### src/rtl/mult_rr_sched_pkg.sv
// rtl/mult_rr_sched_pkg.sv - shared widths, FSM encoding and carry-save helper for mult_rr_sched
package mult_rr_sched_pkg;

    localparam int OP_W  = 16;
    localparam int RES_W = 32;

    // 2'd3 is unused and recovers to ST_IDLE
    typedef enum logic [1:0] {
        ST_IDLE = 2'd0,
        ST_CALC = 2'd1,
        ST_RESP = 2'd2
    } state_t;

    typedef struct packed {
        logic [RES_W-1:0] s;
        logic [RES_W-1:0] c;
    } csa_t;

    // 3:2 compressor over whole rows; the carry row is pre-shifted into place
    function automatic csa_t csa3(input logic [RES_W-1:0] x,
                                  input logic [RES_W-1:0] y,
                                  input logic [RES_W-1:0] z);
        csa_t r;
        r.s = x ^ y ^ z;
        r.c = ((x & y) | (x & z) | (y & z)) << 1;
        return r;
    endfunction

endpackage

### src/rtl/mult_rr_sched_arbiter.sv
// rtl/mult_rr_sched_arbiter.sv - combinational round-robin pick starting after last_gnt
module rr_arbiter #(
    parameter  int NUM_REQ = 4,
    localparam int GNT_W   = $clog2(NUM_REQ)
) (
    input  logic [NUM_REQ-1:0] req,
    input  logic [GNT_W-1:0]   last_gnt,
    output logic [GNT_W-1:0]   gnt,
    output logic               gnt_valid
);

    logic [GNT_W-1:0] cand;

    // Walk last_gnt+1 .. last_gnt+NUM_REQ (mod NUM_REQ); first asserted request wins
    always_comb begin
        gnt       = '0;
        gnt_valid = 1'b0;
        cand      = '0;
        for (int k = 1; k <= NUM_REQ; k++) begin
            cand = GNT_W'((int'(last_gnt) + k) % NUM_REQ);
            if (!gnt_valid && req[cand]) begin
                gnt       = cand;
                gnt_valid = 1'b1;
            end
        end
    end

endmodule

### src/rtl/mult_rr_sched_mult.sv
// rtl/mult_rr_sched_mult.sv - combinational 16x16 signed Booth radix-4 / Wallace / CLA32 multiplier
module Multiplier_top
    import mult_rr_sched_pkg::*;
(
    input  logic [OP_W-1:0]  a,
    input  logic [OP_W-1:0]  b,
    output logic [RES_W-1:0] p
);

    logic [OP_W:0]    bx;
    logic [OP_W+1:0]  a1;
    logic [OP_W+1:0]  a2;
    logic [RES_W-1:0] rows [9];
    logic [RES_W-1:0] corr;
    logic [2:0]       sel;
    logic             neg;
    logic [OP_W+1:0]  mag;
    logic [OP_W+1:0]  pp;

    assign bx = {b, 1'b0};
    assign a1 = {{2{a[OP_W-1]}}, a};
    assign a2 = {a[OP_W-1], a, 1'b0};

    // Booth digits: negative digits use one's complement plus a +1 in the correction row
    always_comb begin
        corr = '0;
        sel  = '0;
        neg  = 1'b0;
        mag  = '0;
        pp   = '0;
        for (int i = 0; i < 9; i++) rows[i] = '0;
        for (int i = 0; i < 8; i++) begin
            sel = bx[2*i +: 3];
            neg = sel[2] & ~(sel[1] & sel[0]);
            if (sel[1] ^ sel[0])
                mag = a1;
            else if (sel == 3'b100 || sel == 3'b011)
                mag = a2;
            else
                mag = '0;
            pp          = neg ? ~mag : mag;
            rows[i]     = {{(RES_W-OP_W-2){pp[OP_W+1]}}, pp} << (2*i);
            corr[2*i]   = neg;
        end
        rows[8] = corr;
    end

    csa_t l1_0, l1_1, l1_2, l2_0, l2_1, l3, l4;

    assign l1_0 = csa3(rows[0], rows[1], rows[2]);
    assign l1_1 = csa3(rows[3], rows[4], rows[5]);
    assign l1_2 = csa3(rows[6], rows[7], rows[8]);
    assign l2_0 = csa3(l1_0.s, l1_0.c, l1_1.s);
    assign l2_1 = csa3(l1_1.c, l1_2.s, l1_2.c);
    assign l3   = csa3(l2_0.s, l2_0.c, l2_1.s);
    assign l4   = csa3(l3.s, l3.c, l2_1.c);

    logic [RES_W-1:0] g, pr, c;
    logic [7:0]       bg, bp;
    logic [8:0]       bc;

    // Two-level carry lookahead: 4-bit groups, group carries resolved from group G/P
    always_comb begin
        g  = l4.s & l4.c;
        pr = l4.s ^ l4.c;
        bg = '0;
        bp = '0;
        bc = '0;
        c  = '0;
        for (int j = 0; j < 8; j++) begin
            bg[j] = 1'b0;
            bp[j] = 1'b1;
            for (int k = 0; k < 4; k++) begin
                bg[j] = g[4*j+k] | (pr[4*j+k] & bg[j]);
                bp[j] = bp[j] & pr[4*j+k];
            end
        end
        for (int j = 0; j < 8; j++) bc[j+1] = bg[j] | (bp[j] & bc[j]);
        for (int j = 0; j < 8; j++) begin
            c[4*j] = bc[j];
            for (int k = 0; k < 3; k++)
                c[4*j+k+1] = g[4*j+k] | (pr[4*j+k] & c[4*j+k]);
        end
        p = pr ^ c;
    end

endmodule

### src/rtl/mult_rr_sched.sv
// rtl/mult_rr_sched.sv - round-robin sharing of one Multiplier_top; optional MULT_RR_SCHED_STATS_EN counters
module mult_rr_sched
    import mult_rr_sched_pkg::*;
#(
    parameter  int NUM_REQ = 4,
    localparam int GNT_W   = $clog2(NUM_REQ)
) (
    input  logic                    clk,
    input  logic                    rst_n,
    input  logic [NUM_REQ-1:0]      req_valid,
    output logic [NUM_REQ-1:0]      req_ready,
    input  logic [NUM_REQ*OP_W-1:0] req_a,
    input  logic [NUM_REQ*OP_W-1:0] req_b,
    output logic [NUM_REQ-1:0]      resp_valid,
    input  logic [NUM_REQ-1:0]      resp_ready,
    output logic [RES_W-1:0]        resp_data,
    output logic [GNT_W-1:0]        resp_id,
    output logic                    busy
`ifdef MULT_RR_SCHED_STATS_EN
    ,
    output logic [15:0]             op_count,
    output logic [15:0]             stall_cycles
`endif
);

    state_t           state_q, state_d;
    logic [GNT_W-1:0] last_gnt_q;
    logic [GNT_W-1:0] owner_q;
    logic [GNT_W-1:0] gnt;
    logic             gnt_valid;
    logic [OP_W-1:0]  op_a_q, op_b_q;
    logic [RES_W-1:0] res_q;
    logic [RES_W-1:0] mult_p;
    logic             accept;
    logic             resp_hs;

    rr_arbiter #(.NUM_REQ(NUM_REQ)) u_arb (
        .req       (req_valid),
        .last_gnt  (last_gnt_q),
        .gnt       (gnt),
        .gnt_valid (gnt_valid)
    );

    // Only the registered operands of the owner ever reach the multiplier
    Multiplier_top u_mult (
        .a (op_a_q),
        .b (op_b_q),
        .p (mult_p)
    );

    assign accept  = (state_q == ST_IDLE) && gnt_valid && req_valid[gnt];
    assign resp_hs = (state_q == ST_RESP) && resp_ready[owner_q];

    // FSM state register
    always_ff @(posedge clk or negedge rst_n) begin
        if (!rst_n) state_q <= ST_IDLE;
        else        state_q <= state_d;
    end

    // Next state and handshake outputs; req_ready is masked by rst_n so it is 0 during reset
    always_comb begin
        state_d    = state_q;
        req_ready  = '0;
        resp_valid = '0;
        resp_data  = '0;
        resp_id    = '0;
        busy       = 1'b0;
        case (state_q)
            ST_IDLE: begin
                if (gnt_valid) req_ready[gnt] = rst_n;
                if (accept)    state_d = ST_CALC;
            end
            ST_CALC: begin
                busy    = 1'b1;
                state_d = ST_RESP;
            end
            ST_RESP: begin
                busy                = 1'b1;
                resp_valid[owner_q] = 1'b1;
                resp_data           = res_q;
                resp_id             = owner_q;
                if (resp_ready[owner_q]) state_d = ST_IDLE;
            end
            default: state_d = ST_IDLE;
        endcase
    end

    // Operand capture on accept, product capture in CALC, fairness pointer on response handshake
    always_ff @(posedge clk or negedge rst_n) begin
        if (!rst_n) begin
            op_a_q     <= '0;
            op_b_q     <= '0;
            res_q      <= '0;
            owner_q    <= '0;
            last_gnt_q <= GNT_W'(NUM_REQ - 1);
        end else begin
            if (accept) begin
                op_a_q  <= req_a[OP_W*gnt +: OP_W];
                op_b_q  <= req_b[OP_W*gnt +: OP_W];
                owner_q <= gnt;
            end
            if (state_q == ST_CALC) res_q <= mult_p;
            if (resp_hs)            last_gnt_q <= owner_q;
        end
    end

`ifdef MULT_RR_SCHED_STATS_EN
    // Saturating counts of completed operations and of back-pressured response cycles
    always_ff @(posedge clk or negedge rst_n) begin
        if (!rst_n) begin
            op_count     <= '0;
            stall_cycles <= '0;
        end else begin
            if (resp_hs && op_count != 16'hFFFF)
                op_count <= op_count + 16'd1;
            if (state_q == ST_RESP && !resp_ready[owner_q] && stall_cycles != 16'hFFFF)
                stall_cycles <= stall_cycles + 16'd1;
        end
    end
`endif

endmodule
### config.mk
export PLATFORM = sky130hd
export DESIGN_NAME = mult_rr_sched
export DESIGN_NICKNAME = d
export VERILOG_FILES = /design/src/rtl/mult_rr_sched_pkg.sv /design/src/rtl/mult_rr_sched_arbiter.sv /design/src/rtl/mult_rr_sched_mult.sv /design/src/rtl/mult_rr_sched.sv
export SDC_FILE = /design/constraint.sdc
export NUM_CORES = 1
export LEC_CHECK = 0
export BUFFER_PORTS_ARGS = -buffer_cell sky130_fd_sc_hd__buf_2
export CAP_MARGIN = 20
export CORE_MARGIN = 1.5
export CORE_UTILIZATION = 30
export CTS_CLUSTER_DIAMETER = 60
export DETAILED_ROUTE_END_ITERATION = 6
export SYNTH_ARGS = -nofsm -noshare
export SYNTH_HDL_FRONTEND = slang
export SYNTH_HIERARCHICAL = 1
export SYNTH_SLANG_ARGS = --single-unit
### constraint.sdc
create_clock -name clk -period 13.1 [get_ports clk]
set_input_delay 3.93 -clock clk [delete_from_list [all_inputs] [get_ports clk]]
set_output_delay 3.93 -clock clk [all_outputs]
set_load 0.05 [all_outputs]
==> metrics.md <==
| Metric | Value |
|---|---|
| Combinational family with the most area after synthesis | `adder cells` |
| Setup-failing EPs final | `0` |
| Fin nets | `2051` |
| Placed Cells | `2284` |
| Cell taking the most area after synthesis | `fa_1` |
| Via count | `12300` |
| Hold EP | `res_q[18]` |
| Die Y | `219 um` |
| Number of synthesized register bits | `70` |
| Drt wl/cell | `18.2 um` |
| Gr ovfl total | `0` |
| Hold_buf cts | `0` |
| Post-Synth Adder-Cell Area | `26.9%` |
| I/O Pins | `181` |
| R2R Setup Slk | `3.80 ns` |
| Die area | `0.0480 sq mm` |
| Max stage delay on crit path | `0.56 ns` |
| Effective utilization at floorplan | `30.2%` |
| Worst-path clk slew | `0.06 ns` |
| Syn. warnings | `6` |
| Mapped Cells | `1640` |
| Max clock buf depth | `2` |
| Core area | `0.0464 sq mm` |
| Crit. End Element | `output pin` |
| Setup TNS | `0 ns` |
| Total track usage | `18.0%` |
| Predominant post-synthesis flop cell | `dfrtp_1` |
| Top-count cell post-synth | `inv_1` |
| Layout Skew | `0.0137 ns` |
| FF-to-FF End | `res_q[31]` |
| Fillers | `4731` |
| FF-to-FF Start | `op_b_q[3]` |
| CTS tree | `yes` |
| Unrepaired setup endpoints after global routing | `false` |
| # DRC | `0` |
| Die Wd | `219 um` |
| FMAX | `0.105 GHz` |
| Fin. Hold Viols | `0` |
| Status | `completed` |
| Area delta synth->final | `11.2%` |
| EDFF count, synth | `0` |
| First-pass GRT wire length | `66800 um` |
| Postcts setup bufs | `0` |
| Max_cap viols | `0` |
| Period Utilization, post-route | `72.6%` |
| Hold Startpoint | `res_q[18]` |
| Clock latency on the worst-skew pair | `0.38 ns` |
| Critical path cell sequence | `buf_2 > and2b_1 > a21oi_2 > o221ai_4 > buf_4 > inv_1 > nor2_1 > buf_2` |
| Cell Area, Synth | `0.0140 sq mm` |
| Complex-gate fraction of the synthesized area | `22.4%` |
| Seq/Total Area, Yosys | `12.5%` |
| Initial DRC count | `1145` |
| Post-cts gate resize count | `0` |
| HP Class | `reg2reg` |
| Max Slew Vio Count | `0` |
| Port Buf Inserts | `180` |
| Cell variety after synth | `63` |
| Largest net degree at the start of global routing | `48` |
| Clock root cell | `clkbuf_16` |
| CP dominant cell by count | `buf_2` |
| GP Congestion | `0.943` |
| Vias in the first global route | `12000` |
| Final HPWL DP | `31400 um` |
| Worst EP arrival | `5.58 ns` |
| Worst setup margin | `3.59 ns` |
| Simple-gate portion of the synthesized area | `10.1%` |
| # rows | `79` |
| Slew HR | `25.1%` |
| Mux contribution to synthesized area | `12.6%` |
| Avg Inst Size Synth | `8.55 sq um` |
| Final WL | `41900 um` |
| Post-place setup slack | `3.39 ns` |
| Reg2reg path depth | `26` |
| Kind of critical path | `in2out` |
| CTS sink cnt | `70` |
| Worst EP required | `9.17 ns` |
| WHS | `0.498 ns` |
| Antenna viol nets, final | `0` |
| Measured slew at the worst slew-check pin | `1.12 ns` |
| Xor/xnor share of the synthesized area | `3.75%` |
| CP max-delay cell | `buf_4` |
| Fraction of layout cells with a size suffix above 1 | `20.8%` |
| TritonRoute pass-1 iters | `5` |
| Final min period | `9.51 ns` |
| Num CTS Buffers | `9` |
| Post-synth net total | `1998` |
| H-tree levels | `3` |
| Critical Path Source Type | `primary input` |
| Post-synth ARST share | `100%` |
| Top cells by instance count after synthesis | `inv_1 (221), a21oi_1 (150), fa_1 (136), nor2_1 (100), nand2_1 (95)` |
| Vias per cell | `5.34` |
| Worst Hold Depth | `1` |
| Initial antenna violation count | `2` |
| CP Max Fanout | `38` |
| Ranking of synthesized cells by area | `fa_1 (19%), dfrtp_1 (12%), ha_1 (7.5%), inv_1 (5.9%), mux2_2 (5.4%)` |
| Share of the synthesized area in the top cell type | `19.4%` |
| Fin cells | `2306` |
==> kinds of logic (layout without fill, tap and decap cells) <==
| logic type | count (synthesis) | in the layout |
|---|---|---|
| AO/OA/AOI/OAI | 459 | 459 |
| buffers and inverters | 401 | 459 |
| AND/OR/NAND/NOR | 303 | 303 |
| adder cells (fa/ha/maj) | 220 | 220 |
| multiplexers | 127 | 127 |
| flip-flops | 70 | 70 |
| XOR/XNOR | 60 | 60 |
| other | 0 | 1 |
==> layout make-up <==
class                      count  area, sq um  share of cell area (%)
antenna                        1         2.50                  0.0161
tap                          607          759                    4.87
multi-input combinational   1169        10600                    68.3
clock inverter                 7         73.8                   0.474
inverter                     228          856                    5.49
sequential                    70         1750                    11.3
clock buffer                   9          225                    1.45
timing repair buffer         215         1270                    8.13
==> routing by layer <==
layer / global-route usage, % / share of wire [%]
met5: 0 / 0.029
met4: 6.51 / 2.6
met3: 2.33 / 6.3
met2: 29.5 / 47
met1: 24.3 / 44
==> placed cells by master, fill, tap and decap left out, types with 5 or more instances in the layout <==
| cell | count |
|---|---|
| nor2b_1 | 12 |
| inv_1 | 221 |
| a211o_1 | 19 |
| mux4_2 | 33 |
| clkbuf_16 | 9 |
| buf_16 | 5 |
| nand2b_1 | 10 |
| o311a_1 | 17 |
| xor2_1 | 17 |
| a21o_1 | 48 |
| ha_1 | 84 |
| buf_4 | 31 |
| o22ai_1 | 6 |
| mux2i_1 | 25 |
| fa_1 | 136 |
| and2_1 | 37 |
| nand2_1 | 95 |
| a211oi_1 | 93 |
| buf_2 | 179 |
| nor3_1 | 6 |
| a221oi_1 | 27 |
| mux2_2 | 67 |
| a31oi_1 | 5 |
| dfrtp_1 | 68 |
| a311oi_1 | 25 |
| nor2_1 | 100 |
| xnor2_1 | 43 |
| o21ai_0 | 40 |
| nand3_1 | 17 |
| a21oi_1 | 149 |
==> critical path: cells and delay by family <==
kind / cells / cell delay (ns)
AND/OR/NAND/NOR: 2 / 0.36
buffers and inverters: 4 / 1.07
AO/OA/AOI/OAI: 2 / 0.21
==> state kept, by name, indices dropped and copies added, names as in the netlist <==
| name | count |
|---|---|
| res_q | 32 |
| op_a_q | 16 |
| op_b_q | 16 |
| last_gnt_q | 2 |
| owner_q | 2 |
| state_q | 2 |
==> per-stage QoR <==
stage,instance area [sq um],util [%]
after floorplan,14000,-
after global placement,15100,32.7
after detailed placement,15100,32.7
after CTS,15400,33.3
after global routing,15600,33.6
final,15600,33.6
==> worst max-delay path by stage <==
stage                  from            to  slack, ns
2_1_floorplan  req_valid[2]  req_ready[0]       3.30
3_3_place_gp   req_valid[0]  req_ready[3]       3.40
3_5_place_dp   req_valid[0]  req_ready[3]       3.39
4_1_cts        req_valid[0]  req_ready[3]       3.39
5_1_grt           op_b_q[9]     res_q[31]       3.15
6_report       req_valid[2]  req_ready[3]       3.59
Power is not shown: default switching activity piles up to over one toggle a cycle in this logic, so the estimate is an artifact.
